`src/rtl/ysyx_24110006_idu.sv`:
```
// RV32I decode stage with a one-entry output register and valid/ready handshakes.
// Define YSYX_24110006_ILLEGAL_INSN_EN to flag undecodable encodings on out_illegal.
module ysyx_24110006_idu #(
    parameter int unsigned      XLEN     = 32,
    parameter logic [XLEN-1:0]  RESET_PC = 32'h8000_0000
) (
    input  logic            clock,
    input  logic            reset,
    input  logic            flush,
    input  logic            in_valid,
    output logic            in_ready,
    input  logic [XLEN-1:0] in_inst,
    input  logic [XLEN-1:0] in_pc,
    output logic            out_valid,
    input  logic            out_ready,
    output logic [XLEN-1:0] out_pc,
    output logic [XLEN-1:0] out_imm,
    output logic [4:0]      out_rs1,
    output logic [4:0]      out_rs2,
    output logic [4:0]      out_rd,
    output logic [3:0]      out_alu_t,
    output logic            out_sub,
    output logic            out_sign,
    output logic            out_alu_sra,
    output logic            out_a_pc,
    output logic            out_b_imm,
    output logic            out_reg_wen,
    output logic [5:0]      out_ctl,
    output logic [2:0]      out_funct3,
    output logic            out_illegal
);

    localparam logic [6:0] OpLui    = 7'b0110111;
    localparam logic [6:0] OpAuipc  = 7'b0010111;
    localparam logic [6:0] OpJal    = 7'b1101111;
    localparam logic [6:0] OpJalr   = 7'b1100111;
    localparam logic [6:0] OpBranch = 7'b1100011;
    localparam logic [6:0] OpLoad   = 7'b0000011;
    localparam logic [6:0] OpStore  = 7'b0100011;
    localparam logic [6:0] OpImm    = 7'b0010011;
    localparam logic [6:0] OpReg    = 7'b0110011;
    localparam logic [6:0] OpFence  = 7'b0001111;
    localparam logic [6:0] OpSystem = 7'b1110011;

    localparam logic [5:0] CtlJal    = 6'b100000;
    localparam logic [5:0] CtlJalr   = 6'b010000;
    localparam logic [5:0] CtlBranch = 6'b001000;
    localparam logic [5:0] CtlLoad   = 6'b000100;
    localparam logic [5:0] CtlStore  = 6'b000010;
    localparam logic [5:0] CtlEbreak = 6'b000001;

    typedef struct packed {
        logic [31:0] imm;
        logic [4:0]  rs1;
        logic [4:0]  rs2;
        logic [4:0]  rd;
        logic [3:0]  alu_t;
        logic        sub;
        logic        sign;
        logic        sra;
        logic        a_pc;
        logic        b_imm;
        logic        reg_wen;
        logic [5:0]  ctl;
        logic [2:0]  funct3;
        logic        illegal;
    } dec_t;

    typedef enum logic {StEmpty, StFull} state_e;

    state_e      r_state;
    state_e      w_state_nxt;
    dec_t        r_dec;
    dec_t        w_dec;
    logic [31:0] r_pc;
    logic        w_accept;
    logic        w_bad;

    logic [6:0]  w_opcode;
    logic [2:0]  w_f3;
    logic [6:0]  w_f7;
    logic [4:0]  w_rs1;
    logic [4:0]  w_rs2;
    logic [4:0]  w_rd;
    logic [31:0] w_imm_i;
    logic [31:0] w_imm_s;
    logic [31:0] w_imm_b;
    logic [31:0] w_imm_u;
    logic [31:0] w_imm_j;

    assign w_opcode = in_inst[6:0];
    assign w_f3     = in_inst[14:12];
    assign w_f7     = in_inst[31:25];
    assign w_rs1    = in_inst[19:15];
    assign w_rs2    = in_inst[24:20];
    assign w_rd     = in_inst[11:7];

    assign w_imm_i = {{20{in_inst[31]}}, in_inst[31:20]};
    assign w_imm_s = {{20{in_inst[31]}}, in_inst[31:25], in_inst[11:7]};
    assign w_imm_b = {{19{in_inst[31]}}, in_inst[31], in_inst[7], in_inst[30:25],
                      in_inst[11:8], 1'b0};
    assign w_imm_u = {in_inst[31:12], 12'b0};
    assign w_imm_j = {{11{in_inst[31]}}, in_inst[31], in_inst[19:12], in_inst[20],
                      in_inst[30:21], 1'b0};

    // Default packet is ADDI x0,x0,0; fence/ecall and (without the macro) bad encodings keep it.
    always_comb begin
        w_dec       = '0;
        w_dec.b_imm = 1'b1;
        w_bad       = 1'b0;
        case (w_opcode)
            OpLui: begin
                w_dec.rd      = w_rd;
                w_dec.imm     = w_imm_u;
                w_dec.reg_wen = 1'b1;
            end
            OpAuipc: begin
                w_dec.rd      = w_rd;
                w_dec.imm     = w_imm_u;
                w_dec.a_pc    = 1'b1;
                w_dec.reg_wen = 1'b1;
            end
            OpJal: begin
                w_dec.rd      = w_rd;
                w_dec.imm     = w_imm_j;
                w_dec.a_pc    = 1'b1;
                w_dec.b_imm   = 1'b0;
                w_dec.reg_wen = 1'b1;
                w_dec.ctl     = CtlJal;
            end
            OpJalr: begin
                w_dec.rd      = w_rd;
                w_dec.rs1     = w_rs1;
                w_dec.imm     = w_imm_i;
                w_dec.a_pc    = 1'b1;
                w_dec.b_imm   = 1'b0;
                w_dec.reg_wen = 1'b1;
                w_dec.ctl     = CtlJalr;
                w_bad         = (w_f3 != 3'b000);
            end
            OpBranch: begin
                w_dec.rs1   = w_rs1;
                w_dec.rs2   = w_rs2;
                w_dec.imm   = w_imm_b;
                w_dec.b_imm = 1'b0;
                w_dec.alu_t = {1'b1, w_f3};
                w_dec.sub   = 1'b1;
                w_dec.sign  = (w_f3 == 3'b100) || (w_f3 == 3'b101);
                w_dec.ctl   = CtlBranch;
                w_bad       = (w_f3 == 3'b010) || (w_f3 == 3'b011);
            end
            OpLoad: begin
                w_dec.rd      = w_rd;
                w_dec.rs1     = w_rs1;
                w_dec.imm     = w_imm_i;
                w_dec.reg_wen = 1'b1;
                w_dec.ctl     = CtlLoad;
                w_dec.funct3  = w_f3;
                w_bad         = (w_f3 == 3'b011) || (w_f3 == 3'b110) || (w_f3 == 3'b111);
            end
            OpStore: begin
                w_dec.rs1    = w_rs1;
                w_dec.rs2    = w_rs2;
                w_dec.imm    = w_imm_s;
                w_dec.ctl    = CtlStore;
                w_dec.funct3 = w_f3;
                w_bad        = (w_f3 > 3'b010);
            end
            OpImm: begin
                w_dec.rd      = w_rd;
                w_dec.rs1     = w_rs1;
                w_dec.imm     = w_imm_i;
                w_dec.reg_wen = 1'b1;
                w_dec.alu_t   = {1'b0, w_f3};
                w_dec.sub     = (w_f3 == 3'b010) || (w_f3 == 3'b011);
                w_dec.sign    = (w_f3 == 3'b010);
                if (w_f3 == 3'b001) begin
                    w_dec.imm = {27'b0, in_inst[24:20]};
                    w_bad     = (w_f7 != 7'b0000000);
                end else if (w_f3 == 3'b101) begin
                    w_dec.imm = {27'b0, in_inst[24:20]};
                    w_dec.sra = in_inst[30];
                    w_bad     = (w_f7 != 7'b0000000) && (w_f7 != 7'b0100000);
                end
            end
            OpReg: begin
                w_dec.rd      = w_rd;
                w_dec.rs1     = w_rs1;
                w_dec.rs2     = w_rs2;
                w_dec.b_imm   = 1'b0;
                w_dec.reg_wen = 1'b1;
                w_dec.alu_t   = {1'b0, w_f3};
                if (w_f7 == 7'b0000000) begin
                    w_dec.sub  = (w_f3 == 3'b010) || (w_f3 == 3'b011);
                    w_dec.sign = (w_f3 == 3'b010);
                end else if (w_f7 == 7'b0100000 && w_f3 == 3'b000) begin
                    w_dec.sub = 1'b1;
                end else if (w_f7 == 7'b0100000 && w_f3 == 3'b101) begin
                    w_dec.sra = 1'b1;
                end else begin
                    w_bad = 1'b1;
                end
            end
            OpFence: ;
            OpSystem: begin
                if (in_inst == 32'h0010_0073) begin
                    w_dec.ctl = CtlEbreak;
                end else if (in_inst != 32'h0000_0073) begin
                    w_bad = 1'b1;
                end
            end
            default: w_bad = 1'b1;
        endcase

        if (w_dec.rd == 5'd0) begin
            w_dec.reg_wen = 1'b0;
        end

        if (w_bad) begin
            w_dec       = '0;
            w_dec.b_imm = 1'b1;
`ifdef YSYX_24110006_ILLEGAL_INSN_EN
            w_dec.illegal = 1'b1;
`endif
        end
    end

    assign out_valid = (r_state == StFull);
    assign in_ready  = !out_valid || out_ready;
    assign w_accept  = in_valid && in_ready;

    always_comb begin
        w_state_nxt = r_state;
        case (r_state)
            StEmpty: if (w_accept) w_state_nxt = StFull;
            StFull: begin
                if (w_accept) begin
                    w_state_nxt = StFull;
                end else if (out_ready) begin
                    w_state_nxt = StEmpty;
                end
            end
            default: w_state_nxt = StEmpty;
        endcase
        if (flush) begin
            w_state_nxt = StEmpty;
        end
    end

    always_ff @(posedge clock) begin
        if (reset) begin
            r_state <= StEmpty;
        end else begin
            r_state <= w_state_nxt;
        end
    end

    // A flushed same-cycle accept must not disturb the held packet contents.
    always_ff @(posedge clock) begin
        if (reset) begin
            r_pc  <= RESET_PC;
            r_dec <= '0;
        end else if (w_accept && !flush) begin
            r_pc  <= in_pc;
            r_dec <= w_dec;
        end
    end

    assign out_pc      = r_pc;
    assign out_imm     = r_dec.imm;
    assign out_rs1     = r_dec.rs1;
    assign out_rs2     = r_dec.rs2;
    assign out_rd      = r_dec.rd;
    assign out_alu_t   = r_dec.alu_t;
    assign out_sub     = r_dec.sub;
    assign out_sign    = r_dec.sign;
    assign out_alu_sra = r_dec.sra;
    assign out_a_pc    = r_dec.a_pc;
    assign out_b_imm   = r_dec.b_imm;
    assign out_reg_wen = r_dec.reg_wen;
    assign out_ctl     = r_dec.ctl;
    assign out_funct3  = r_dec.funct3;
    assign out_illegal = r_dec.illegal;

endmodule
```
`config.mk`:
```
export PLATFORM = sky130hd
export DESIGN_NAME = ysyx_24110006_idu
export DESIGN_NICKNAME = d
export VERILOG_FILES = /design/src/rtl/ysyx_24110006_idu.sv
export SDC_FILE = /design/constraint.sdc
export NUM_CORES = 1
export LEC_CHECK = 0
export CAP_MARGIN = 5
export CORE_UTILIZATION = 44
export DETAILED_ROUTE_END_ITERATION = 10
export GPL_ROUTABILITY_DRIVEN = 0
export GPL_TIMING_DRIVEN = 0
export PLACE_DENSITY = 0.81
export REMOVE_ABC_BUFFERS = 1
export SLEW_MARGIN = 5
export SYNTH_ARGS = -nofsm -noshare
export SYNTH_HDL_FRONTEND = slang
export SYNTH_SLANG_ARGS = --single-unit
```
`constraint.sdc`:
```
create_clock -name clock -period 2.93 [get_ports clock]
set_clock_uncertainty 0.05 [all_clocks]
set_input_delay 0.7325 -clock clock [delete_from_list [all_inputs] [get_ports clock]]
set_output_delay 0.7325 -clock clock [all_outputs]
set_load 0.02 [all_outputs]
```
After elaboration in Yosys (flattened, before gate mapping)
Cells that the tools add are included.
{"block": "totals", "reg_bits": 100, "inputBits": 69, "out_inout_bits": 101}
{"block": "op_classes", "n_lt_le_gt_ge": 1, "eq_ne": 22, "muxes": 36, "n_bitwise": 1, "reduce_logical": 27}
{"op": "32-bit one-hot mux with 6 select lines", "n": 1}
{"op": "67-bit 2-to-1 mux", "n": 1}
{"op": "32-bit 2-to-1 mux", "n": 2}
{"op": "6-bit one-hot mux with 6 select lines", "n": 1}
{"op": "32-bit by 21-bit == test with 1-bit output, second input constant", "n": 1}
{"op": "32-bit by 7-bit != test with 1-bit output, second input constant", "n": 1}
{"op": "7-bit by 6-bit == test with 1-bit output, second input constant", "n": 4}
{"op": "7-bit == test, second input constant", "n": 4}
{"op": "1-bit 2-to-1 mux", "n": 23}
{"op": "6-bit one-hot mux with 3 select lines", "n": 1}
{"op": "5-bit 2-to-1 mux", "n": 3}
{"op": "7-bit by 5-bit == test with 1-bit output, second input constant", "n": 2}
{"op": "3-bit == test, second input constant", "n": 4}
{"op": "1-bit one-hot mux with 8 select lines", "n": 1}
{"op": "2-bit OR reduction", "n": 4}
{"op": "4-bit OR reduction", "n": 2}
{"op": "7-bit by 2-bit == test with 1-bit output, second input constant", "n": 1}
{"op": "7-bit by 4-bit == test with 1-bit output, second input constant", "n": 1}
{"op": "7-bit zero test", "n": 1}
{"op": "7-bit by 6-bit != test with 1-bit output, second input constant", "n": 1}
{"op": "7-bit nonzero test", "n": 1}
{"op": "7-bit OR reduction", "n": 1}
{"op": "3-bit by 2-bit == test with 1-bit output, second input constant", "n": 2}
{"op": "3-bit OR reduction", "n": 2}
{"op": "other kinds (12)", "n": 22}

Longest topological paths before layout
Gate-level depths: netlist of run 1.
{"block": "depth", "depth_word": 7, "ltp_mapped": 11}

Least setup slack after synthesis of run 1
No wires, ideal clock.
{"block": "synth_timing", "path_type": "input port to flip-flop", "from": "input in_inst[2]", "to": "register r_dec (netlist bit out_imm[10])", "setup_ns": 0.117, "arrival_ns": 2.523, "slack_ns": 0.240, "stages": 11, "n_path_buf": 5, "path_cell_list": "buf_2 -> nor4bb_2 -> buf_6 -> and2_1 -> clkbuf_1 -> a32oi_1 -> o221ai_2 -> and4b_1 -> buf_6 -> buf_12 -> a32o_1"}
{"block": "synth_via", "elab_chain_len": 5, "elab_cells_between_ends": 21, "classes_between": "13 x eq/ne; 5 x mux; 3 x reduce/logical"}
{"item": "start, declared", "line_no": "12", "text": "input logic [XLEN-1:0] in_inst,"}
{"item": "32-bit by 7-bit != test with 1-bit output", "line_no": "208", "text": "end else if (in_inst != 32'h0000_0073) begin"}
{"item": "1-bit 2-to-1 mux", "line_no": "208"}
{"item": "1-bit 2-to-1 mux", "line_no": "206", "text": "if (in_inst == 32'h0010_0073) begin"}
{"item": "1-bit one-hot mux with 8 select lines", "line_no": "111", "text": "case (w_opcode)"}
{"item": "67-bit 2-to-1 mux *", "line_no": "219", "text": "if (w_bad) begin"}
{"item": "end signal, assigned", "line_no": "265", "text": "r_dec <= w_dec;"}
{"item": "end, declared", "line_no": "73", "text": "dec_t r_dec;"}
Mark *: on every way between the ends. The rest lies on a longest branch, timed or not.
A chain may end at the register's enable or synchronous reset.

Worst setup path in the final report of run 1
{"block": "layout_timing", "from": "input in_inst[25]", "to": "register r_dec (netlist bit out_a_pc)"}
{"block": "layout_via", "elab_chain_len": 7, "elab_cells_between_ends": 18, "classes_between": "4 x eq/ne; 9 x mux; 5 x reduce/logical"}
{"item": "7-bit by 6-bit == test with 1-bit output", "line_no": "196, 198"}
{"item": "1-bit logical AND", "line_no": "198", "text": "end else if (w_f7 == 7'b0100000 && w_f3 == 3'b101) begin"}
{"item": "1-bit 2-to-1 mux", "line_no": "198"}
{"item": "1-bit 2-to-1 mux", "line_no": "196", "text": "end else if (w_f7 == 7'b0100000 && w_f3 == 3'b000) begin"}
{"item": "1-bit 2-to-1 mux", "line_no": "193", "text": "if (w_f7 == 7'b0000000) begin"}
{"item": "1-bit one-hot mux with 8 select lines *", "line_no": "111"}
{"item": "67-bit 2-to-1 mux *", "line_no": "219"}
Marked as above.

==> impl_results.rst, run 1 <==
.. list-table::
   :header-rows: 1

   * - Metric
     - Value
   * - Number of synthesized flops with an enable pin
     - 0
   * - Worst min-delay path class
     - reg2reg
   * - Peak supply drop
     - 330 µV
   * - Crit path to
     - out_a_pc
   * - Total length of routed met3 wires
     - 1710 µm
   * - Pin count of the biggest net entering global routing
     - 45
   * - Non-filler cells, final
     - 764
   * - Most used cells in the layout excluding fill and tap cells
     - sky130_fd_sc_hd__clkdlybuf4s50_1 (157), sky130_fd_sc_hd__dfxtp_1 (99), sky130_fd_sc_hd__nand2_1 (80)
   * - Worst R2R Setup Slack
     - 740 ps
   * - M1 WL
     - 5860 µm
   * - Hold Fails Final Rpt
     - 0
   * - Total track usage
     - 27.7%
   * - Count of max-cap constraint violations
     - 0
   * - Global route total overflow
     - 0
   * - Uppermost metal layer occupied by signal nets
     - met4
   * - Iteration-0 DRC Markers
     - 383
   * - Critical Path Sink Type
     - register
   * - Via count of the first global-routing pass
     - 4330
   * - Outcome
     - completed
   * - Number of endpoints failing setup at the final stage
     - 0
   * - Min cycle time layout
     - 2900 ps
   * - CTS max path bufs
     - 2
   * - Setup repair after global routing missed its margin
     - no
   * - Initial Util
     - 46.3%
   * - Fin util
     - 69.2%
   * - Detailed route wirelength on metal2
     - 6580 µm
   * - Final critical-path setup slack
     - 27.6 ps
   * - Insertion delay of the later-clocked pin in the worst-skew pair
     - 350 ps
   * - Vertical die dimension
     - 102 µm
   * - Crit path launch
     - in_inst[25]
   * - Final critical-path share of the clock period
     - 99.1%
   * - Worst relative slew slack
     - 38.8%
   * - Final max-slew violation count
     - 0
   * - Core outline area
     - 9420 µm²
   * - Setup TNS
     - 0 ps
   * - Post-detailed-placement half-perimeter wirelength
     - 9240 µm
   * - Dominant cells by area after synthesis
     - sky130_fd_sc_hd__dfxtp_1 (45%), sky130_fd_sc_hd__a32o_1 (13%), sky130_fd_sc_hd__nand2_1 (6.9%)
   * - P_leak
     - 0.00249 µW
   * - Iteration count of the initial detailed-routing pass
     - 6
   * - Count of yosys warnings during synthesis
     - 0
   * - Most common library cell in the layout ignoring fill and taps
     - sky130_fd_sc_hd__clkdlybuf4s50_1
   * - Final design instance area without fill
     - 6510 µm²
   * - Critical path launch point type
     - input pin
   * - H-tree levels
     - 3
   * - Worst reg2reg path startpoint
     - out_valid
   * - Clock buffers created by TritonCTS
     - 9
   * - Clock sinks
     - 99
   * - Share of flip-flops with an asynchronous set or reset after synthesis
     - 0%
   * - Number of DRC violations after detailed routing
     - 0
   * - Dominant synthesized flop cell
     - sky130_fd_sc_hd__dfxtp_1
   * - Register-to-Register Path Depth
     - 7
   * - Arrival @ worst endpoint
     - 3150 ps
   * - Via density
     - 6.10
   * - Post-placement worst setup slack
     - -1050 ps
   * - #FFs+latches synth
     - 99
   * - Chip width
     - 102 µm
   * - First-pass GRT wire length
     - 22000 µm
   * - Endpoint of the worst register-to-register path
     - out_imm[29]
   * - Total power divided by cell area
     - 420 nW/µm²
   * - CP required
     - 3180 ps
   * - Number of antenna violations at the first check in global routing
     - 0
   * - Post-layout nets
     - 700
   * - Antenna violation net count after detailed routing
     - 0
   * - Cell area after placement
     - 5970 µm²
   * - Area leader, netlist
     - sky130_fd_sc_hd__dfxtp_1
   * - Cells after Synth
     - 467
   * - Area share of the largest cell type after synthesis
     - 45.5%
   * - Port Buf Inserts
     - 168
   * - Library cells used by synthesis
     - 55
   * - Post-synthesis to final-layout area growth
     - 49.5%
   * - Area enclosed by the die boundary
     - 10300 µm²
   * - IO Pins
     - 170
   * - Maximum fanout encountered on the critical timing path
     - 6
   * - Synth Area per Inst
     - 9.33 µm²
   * - Crit path kind
     - in2reg
   * - Synthesized area
     - 4360 µm²
   * - Worst hold start
     - out_pc[2]
   * - Clock Pin Slew Worst Setup and Hold Paths
     - 90 ps
   * - CTS tree
     - done
   * - Portion of the post-synthesis area used by sequential elements
     - 45.5%
   * - Clk root buf
     - sky130_fd_sc_hd__clkbuf_8
   * - Layout cells sized above 1
     - 11.3%
   * - Post-DR wirelength/cell
     - 19.2 µm
   * - Via count of the routed design
     - 4658
   * - Final Routed Wirelength
     - 14700 µm
   * - Least-Margin Pin Slew
     - 917 ps
   * - Number of placement rows
     - 35
   * - DP Cell Count
     - 725
   * - Fmax
     - 345 MHz
   * - Antenna diode count
     - 0
[flip-flops by register name, indices dropped and copies added, names as in the netlist]
name and cells:
out_a_pc 1, out_alu_sra 1, out_alu_t 4, out_b_imm 1, out_ctl 6, out_funct3 3, out_imm 32, out_pc 32
out_rd 5, out_reg_wen 1, out_rs1 5, out_rs2 5, out_sign 1, out_sub 1, out_valid 1
[worst min path at each step]
stage          depth (start not counted)         end  slack, ps
3_5_place_dp                           2  out_pc[12]        400
4_1_cts                                2  out_pc[12]        410
6_report                               2   out_pc[2]        410
5_1_grt                                2  out_pc[27]        430
2_1_floorplan                          2   out_pc[0]        480
3_3_place_gp                           2  out_pc[24]        390
[synthesized netlist by cell type (2+ instances only)]
master	n
sky130_fd_sc_hd__and3b_1	2
sky130_fd_sc_hd__a21o_1	20
sky130_fd_sc_hd__buf_4	2
sky130_fd_sc_hd__a31oi_1	2
sky130_fd_sc_hd__o31ai_1	3
sky130_fd_sc_hd__a22o_2	2
sky130_fd_sc_hd__buf_6	9
sky130_fd_sc_hd__a32o_1	55
sky130_fd_sc_hd__nand2_1	80
sky130_fd_sc_hd__or4_1	3
sky130_fd_sc_hd__nor3_1	10
sky130_fd_sc_hd__a21oi_1	37
sky130_fd_sc_hd__nor3b_1	3
sky130_fd_sc_hd__clkbuf_8	3
sky130_fd_sc_hd__clkbuf_1	23
sky130_fd_sc_hd__nor4b_1	6
sky130_fd_sc_hd__o21ai_0	10
sky130_fd_sc_hd__nand3_1	6
sky130_fd_sc_hd__dfxtp_1	99
sky130_fd_sc_hd__nand3b_1	3
sky130_fd_sc_hd__nor2b_1	8
sky130_fd_sc_hd__and3_1	9
sky130_fd_sc_hd__o21a_1	2
sky130_fd_sc_hd__buf_2	4
sky130_fd_sc_hd__inv_1	3
sky130_fd_sc_hd__nand4_1	3
sky130_fd_sc_hd__or2_2	2
sky130_fd_sc_hd__nor2_1	19
sky130_fd_sc_hd__a22o_1	13
[critical path: stages]
cell and delay [ps]:
sky130_fd_sc_hd__clkdlybuf4s50_1 450, sky130_fd_sc_hd__or4_4 580, sky130_fd_sc_hd__nor4_4 280, sky130_fd_sc_hd__and4_4 330, sky130_fd_sc_hd__o221ai_4 160, sky130_fd_sc_hd__and3b_4 440, sky130_fd_sc_hd__a32o_1 190
[area by class of cell]
type,count,area [µm²]
clock inverter,6,90.1
timing repair buffer,187,1840
fill,737,2900
multi-input combinational,331,2300
tap,129,161
inverter,3,11.3
sequential,99,1980
clock buffer,9,124
[metrics by stage]
stage	power [µW]	hold WS, ps
after global routing	2840	431
final	2740	407
after global placement	1760	392
after floorplan	1550	478
after detailed placement	1780	397
after CTS	2740	410
[cells by family (layout without fill, tap and decap cells)]
group	count (synthesis)	in the layout	synth area share, %
and+or+nand+nor	166	174	19.4
AOI/OAI and AO/OA	154	155	27.8
DFF	99	99	45.5
buffers and inverters	46	205	6.98
other	1	1	0.0861
xor gates and xnor gates	1	1	0.201
[layer usage]
layer	GRT usage, %	up-vias
li1	-	2095
met1	33.4	2189
met2	44.2	316
met3	8.42	58
met4	15.2	0
met5	0	-
[where the power goes]
part	switching, µW	leakage, µW	internal (µW)
clock network	468	0.000106	479
logic	227	0.00158	185
registers	10.6	0.000801	1370
total	706	0.00249	2030
[timing repair]
action | CTS | global route
resized for setup | 27 | 16
setup buffers | 9 | 6
hold buffers | 0 | 0
pin swaps | 8 | 4
gates cloned | 8 | 1
setup endpoints to repair | 63 | 64
(Power assumes the default switching activity.)
==> run 2: changes to the inputs <==
Settings changed: CORE_UTILIZATION 44 to 35, GPL_ROUTABILITY_DRIVEN 0 to default, PLACE_DENSITY 0.81 to 0.66.
==> impl_results.rst, run 2 (same netlist as run 1, synthesis figures left out) <==
.. list-table::
   :header-rows: 1

   * - Metric
     - Value
   * - Final critical-path share of the clock period
     - 98.4%
   * - Core outline area
     - 12100 µm²
   * - CTS tree
     - done
   * - Clock sinks
     - 99
   * - Final Total Pwr
     - 3020 µW
   * - Number of placement rows
     - 40
   * - Global route total overflow
     - 0
   * - Post-DR wirelength/cell
     - 19.2 µm
   * - Register-to-Register Path Depth
     - 7
   * - Pin count of the biggest net entering global routing
     - 45
   * - Peak supply drop
     - 419 µV
   * - Most common library cell in the layout ignoring fill and taps
     - sky130_fd_sc_hd__clkdlybuf4s50_1
   * - Final max-slew violation count
     - 0
   * - Hold Fails Final Rpt
     - 0
   * - Logic pwr share
     - 13.7%
   * - Final weighted congestion in routability-driven placement
     - 0.879
   * - CP required
     - 3170 ps
   * - Arrival @ worst endpoint
     - 3130 ps
   * - P_leak
     - 0.00254 µW
   * - Maximum fanout encountered on the critical timing path
     - 5
   * - Iteration-0 DRC Markers
     - 471
   * - Chip width
     - 114 µm
   * - Area used by sequential logic in the layout
     - 1980 µm²
   * - Total track usage
     - 23.4%
   * - Via count of the routed design
     - 4546
   * - Total area of multi-input combinational cells
     - 2300 µm²
   * - Antenna diode count
     - 0
   * - Count of max-cap constraint violations
     - 0
   * - Post-synthesis to final-layout area growth
     - 53.5%
   * - Setup TNS
     - 0 ps
   * - CTS max path bufs
     - 2
   * - Vertical die dimension
     - 114 µm
   * - Worst reg2reg path startpoint
     - out_valid
   * - Number of endpoints failing setup at the final stage
     - 0
   * - Outcome
     - completed
   * - Antenna violation net count after detailed routing
     - 0
   * - Via density
     - 5.64
   * - Endpoint of the worst register-to-register path
     - out_imm[18]
   * - Crit path launch
     - in_inst[26]
   * - Number of antenna violations at the first check in global routing
     - 0
   * - Worst min-delay path class
     - reg2reg
   * - IO Pins
     - 170
   * - Sequential group share of total power
     - 45.6%
   * - Clk root buf
     - sky130_fd_sc_hd__clkbuf_16
   * - Clock buffers created by TritonCTS
     - 9
   * - Min cycle time layout
     - 2880 ps
   * - Critical Path Sink Type
     - register
   * - Internal portion of total power
     - 2250 µW
   * - First-pass GRT wire length
     - 23100 µm
   * - Total power divided by cell area
     - 452 nW/µm²
   * - Fmax
     - 347 MHz
   * - Final Routed Wirelength
     - 15500 µm
   * - Least-Margin Pin Slew
     - 949 ps
   * - Portion of total power attributed to the clock network
     - 40.7%
   * - Insertion delay of the later-clocked pin in the worst-skew pair
     - 350 ps
   * - Crit path to
     - out_imm[8]
   * - Worst R2R Setup Slack
     - 560 ps
   * - Area enclosed by the die boundary
     - 12900 µm²
   * - Number of DRC violations after detailed routing
     - 0
   * - Post-detailed-placement half-perimeter wirelength
     - 10100 µm
   * - Via count of the first global-routing pass
     - 4282
   * - Port Buf Inserts
     - 168
   * - Fraction of power spent switching nets
     - 25.5%
   * - Layout cells sized above 1
     - 11.6%
   * - Iteration count of the initial detailed-routing pass
     - 5
   * - H-tree levels
     - 3
   * - Post-layout nets
     - 702
   * - Crit path kind
     - in2reg
   * - Critical path launch point type
     - input pin
   * - Number of buffers inserted for hold repair after clock tree synthesis
     - 0
   * - Most used cells in the layout excluding fill and tap cells
     - sky130_fd_sc_hd__clkdlybuf4s50_1 (157), sky130_fd_sc_hd__dfxtp_1 (99), sky130_fd_sc_hd__nand2_1 (80)
   * - Net Sw Power
     - 772 µW
   * - Initial Util
     - 36.1%
   * - Worst Hold Depth
     - 2
   * - Worst relative slew slack
     - 36.8%
   * - Filler instances
     - 1101
   * - Clock Pin Slew Worst Setup and Hold Paths
     - 70 ps
## run 2: layout make-up
type / count / area share, %
Sequential cell: 99 / 29.6
Clock buffer: 10 / 3.57
Clock inverter: 6 / 1.09
Inverter: 3 / 0.168
Multi-Input combinational cell: 332 / 34.4
Tap cell: 168 / 3.14
Timing Repair Buffer: 188 / 28.0
## run 2: routing by layer
metal | track usage (%) | up-vias | part of all wire, %
met1 | 29.2 | 2199 | 43
met5 | 0 | - | 0
met3 | 7.49 | 28 | 8.7
met2 | 38.0 | 211 | 47
met4 | 8.16 | 0 | 1.9
li1 | - | 2108 | -
## run 2: how the worst min path moves through the flow
stage | to | slack [ps] | startpoint
6_report | out_pc[25] | 400 | out_pc[25]
5_1_grt | out_pc[12] | 420 | out_pc[12]
4_1_cts | out_pc[12] | 410 | out_pc[12]
3_5_place_dp | out_pc[12] | 400 | out_pc[12]
3_3_place_gp | out_pc[21] | 390 | out_pc[21]
2_1_floorplan | out_pc[0] | 480 | out_pc[0]
## run 2: worst max-delay path, stage by stage
cell and delay [ps]:
sky130_fd_sc_hd__clkdlybuf4s50_1 450, sky130_fd_sc_hd__or4_4 580, sky130_fd_sc_hd__nor4_4 200, sky130_fd_sc_hd__and4_4 320
sky130_fd_sc_hd__o221ai_2 180, sky130_fd_sc_hd__and4b_4 470, sky130_fd_sc_hd__a32o_1 180
## run 2: timing repair
item | in CTS | in global routing
pin swaps | 7 | 7
endpoints found under the setup margin | 63 | 63
setup buffers | 8 | 7
gates cloned | 8 | 2
resized for setup | 31 | 9
## run 2: metrics by stage
stage | cell area (µm²) | cells | hold WS (ps) | setup slack, ps | utilization (%)
after floorplan | 4060 | 424 | 478 | -2520 | -
after global placement | 5960 | 760 | 392 | -6300 | 49.4
after detailed placement | 6060 | 765 | 397 | -1030 | 50.2
after CTS | 6590 | 797 | 407 | 6.97 | 54.6
after global routing | 6690 | 806 | 423 | -2.35 | 55.4
final | 6690 | 806 | 404 | 45.6 | 55.4
## run 2: power groups by stage
stage	clock, µW	sequential (µW)	combinational (µW)
3_3_place_gp	0	1410	360
4_1_cts	1260	1380	402
2_1_floorplan	0	1440	114
5_1_grt	1320	1380	442
6_report	1230	1380	414
3_5_place_dp	0	1410	379
==> run 3: changes to the inputs <==
Settings changed: SETUP_SLACK_MARGIN from default to 0.5.
==> impl_results.rst, run 3 (same netlist as run 1, synthesis figures left out) <==
.. list-table::
   :header-rows: 1

   * - Metric
     - Value
   * - Clock Pin Slew Worst Setup and Hold Paths
     - 70 ps
   * - Number of buffers inserted for hold repair after clock tree synthesis
     - 0
   * - Vertical die dimension
     - 114 µm
   * - Final weighted congestion in routability-driven placement
     - 0.879
   * - Initial Util
     - 36.1%
   * - Crit path kind
     - in2reg
   * - CTS max path bufs
     - 2
   * - Cell area after placement
     - 6060 µm²
   * - Insertion delay of the later-clocked pin in the worst-skew pair
     - 350 ps
   * - Worst R2R Setup Slack
     - 940 ps
   * - Via count of the first global-routing pass
     - 4405
   * - Most common library cell in the layout ignoring fill and taps
     - sky130_fd_sc_hd__clkdlybuf4s50_1
   * - Layout cells sized above 1
     - 17.2%
   * - Core outline area
     - 12100 µm²
   * - Number of antenna violations at the first check in global routing
     - 0
   * - Post-detailed-placement half-perimeter wirelength
     - 10100 µm
   * - Final max-slew violation count
     - 0
   * - Crit path to
     - out_imm[8]
   * - Final critical-path share of the clock period
     - 85.0%
   * - Register-to-Register Path Depth
     - 8
   * - Final Routed Wirelength
     - 16200 µm
   * - Area enclosed by the die boundary
     - 12900 µm²
   * - Filler instances
     - 1080
   * - Worst reg2reg path startpoint
     - out_valid
   * - Via density
     - 5.70
   * - Hold slack
     - 404 ps
   * - Critical Path Sink Type
     - register
   * - Antenna violation net count after detailed routing
     - 0
   * - Post-DR wirelength/cell
     - 19.8 µm
   * - Chip width
     - 114 µm
   * - CP required
     - 3170 ps
   * - Fmax
     - 402 MHz
   * - Post-layout nets
     - 711
   * - Total stage count of the critical path
     - 7
   * - Endpoint of the worst register-to-register path
     - out_imm[8]
   * - Count of max-cap constraint violations
     - 0
   * - Iteration-0 DRC Markers
     - 426
   * - P_leak
     - 0.00265 µW
   * - Clk root buf
     - sky130_fd_sc_hd__clkbuf_16
   * - First-pass GRT wire length
     - 24500 µm
   * - Total power divided by cell area
     - 442 nW/µm²
   * - Worst min-delay path class
     - reg2reg
   * - WP buf/inv
     - 1
   * - Number of placement rows
     - 40
   * - Peak supply drop
     - 419 µV
   * - Library cell contributing the largest single delay on the critical path
     - sky130_fd_sc_hd__or4_4
   * - IO Pins
     - 170
   * - Setup repair after global routing missed its margin
     - yes
   * - Hold Fails Final Rpt
     - 0
   * - Number of DRC violations after detailed routing
     - 0
   * - Maximum fanout encountered on the critical timing path
     - 5
   * - Delay contributed by the slowest stage of the critical path
     - 550 ps
   * - Antenna diode count
     - 0
   * - Final design instance area without fill
     - 6900 µm²
   * - H-tree levels
     - 3
   * - Most used cells in the layout excluding fill and tap cells
     - sky130_fd_sc_hd__clkdlybuf4s50_1 (137), sky130_fd_sc_hd__dfxtp_1 (99), sky130_fd_sc_hd__nand2_1 (78)
   * - Iteration count of the initial detailed-routing pass
     - 5
   * - Largest delay contributor family on the critical path
     - simple AND/OR/NAND/NOR gates
   * - Port Buf Inserts
     - 168
   * - Post-synthesis to final-layout area growth
     - 58.3%
   * - Total track usage
     - 25.0%
   * - Least-Margin Pin Slew
     - 711 ps
   * - Min cycle time layout
     - 2490 ps
   * - CTS tree
     - done
   * - Crit path launch
     - in_inst[9]
   * - Clock buffers created by TritonCTS
     - 9
   * - Cell breakdown of the critical path
     - dlygate4sd2_1 > or4_4 > nor2_4 > and4_4 > o221ai_4 > and4b_4 > a32o_1
   * - Global route total overflow
     - 0
   * - Via count of the routed design
     - 4642
   * - Clock sinks
     - 99
   * - Arrival @ worst endpoint
     - 2730 ps
   * - Pin count of the biggest net entering global routing
     - 46
   * - Outcome
     - completed
   * - Critical path launch point type
     - input pin
   * - Worst relative slew slack
     - 52.2%
   * - Number of endpoints failing setup at the final stage
     - 0
==> run 3: stage by stage <==
stage                     util (%)  setup WS, ps  TNS, ps  power (µW)  std cells
after floorplan                  -         -2520  -175170        1550        424
after global placement        49.4         -6300  -474640        1770        760
after detailed placement      50.2         -1030   -61720        1790        765
after CTS                     57.0           465        0        3070        814
after global routing          57.2           407        0        3170        815
final                         57.2           441        0        3050        815
==> run 3: per-layer routing <==
metal	wire length, µm	track usage (%)	vias up
met1	6820	31.4	2251
met3	1470	6.48	32
met2	7510	40.9	236
li1	-	-	2123
met5	0	0	-
met4	359	10.0	0
==> run 3: repair_timing <==
action | 4_1_cts | 5_1_grt
setup endpoints to repair | 69 | 63
resized for setup | 131 | 19
gates cloned | 12 | 0
pin swaps | 33 | 16
buffers inserted | 21 | 1
==> run 3: layout make-up <==
type	instances	area, µm²	area share (%)
Inverter	3	11.3	0.163
Tap cell	168	210	3.05
Clock inverter	6	72.6	1.05
Sequential cell	99	1980	28.7
Clock buffer	10	239	3.47
Multi-Input combinational cell	333	2430	35.3
Timing Repair Buffer	196	1950	28.2
==> run 3: how the worst min path moves through the flow <==
stage / from / end / slack, ps / depth (start not counted)
after global routing: out_pc[12] / out_pc[12] / 420 / 2
after CTS: out_pc[12] / out_pc[12] / 410 / 2
after global placement: out_pc[21] / out_pc[21] / 390 / 2
after floorplan: out_pc[0] / out_pc[0] / 480 / 2
after detailed placement: out_pc[12] / out_pc[12] / 400 / 2
final: out_pc[25] / out_pc[25] / 400 / 2
==> run 3: power by group <==
part	total, µW	leakage, µW	switching [µW]	internal [µW]
clock	1230	0.000155	539	696
combinational	437	0.00169	244	193
sequential	1380	0.000801	10.8	1370
total	3050	0.00265	793	2260
==> run 3: worst reg2reg max path, stage by stage, from the launching register on <==
cell	delay, ps
sky130_fd_sc_hd__dfxtp_1	310
sky130_fd_sc_hd__nor2b_4	140
sky130_fd_sc_hd__inv_1	70
sky130_fd_sc_hd__nand3b_1	180
sky130_fd_sc_hd__buf_16	200
sky130_fd_sc_hd__a211o_4	350
sky130_fd_sc_hd__nor3b_4	310
sky130_fd_sc_hd__buf_4	180
sky130_fd_sc_hd__a32o_1	160
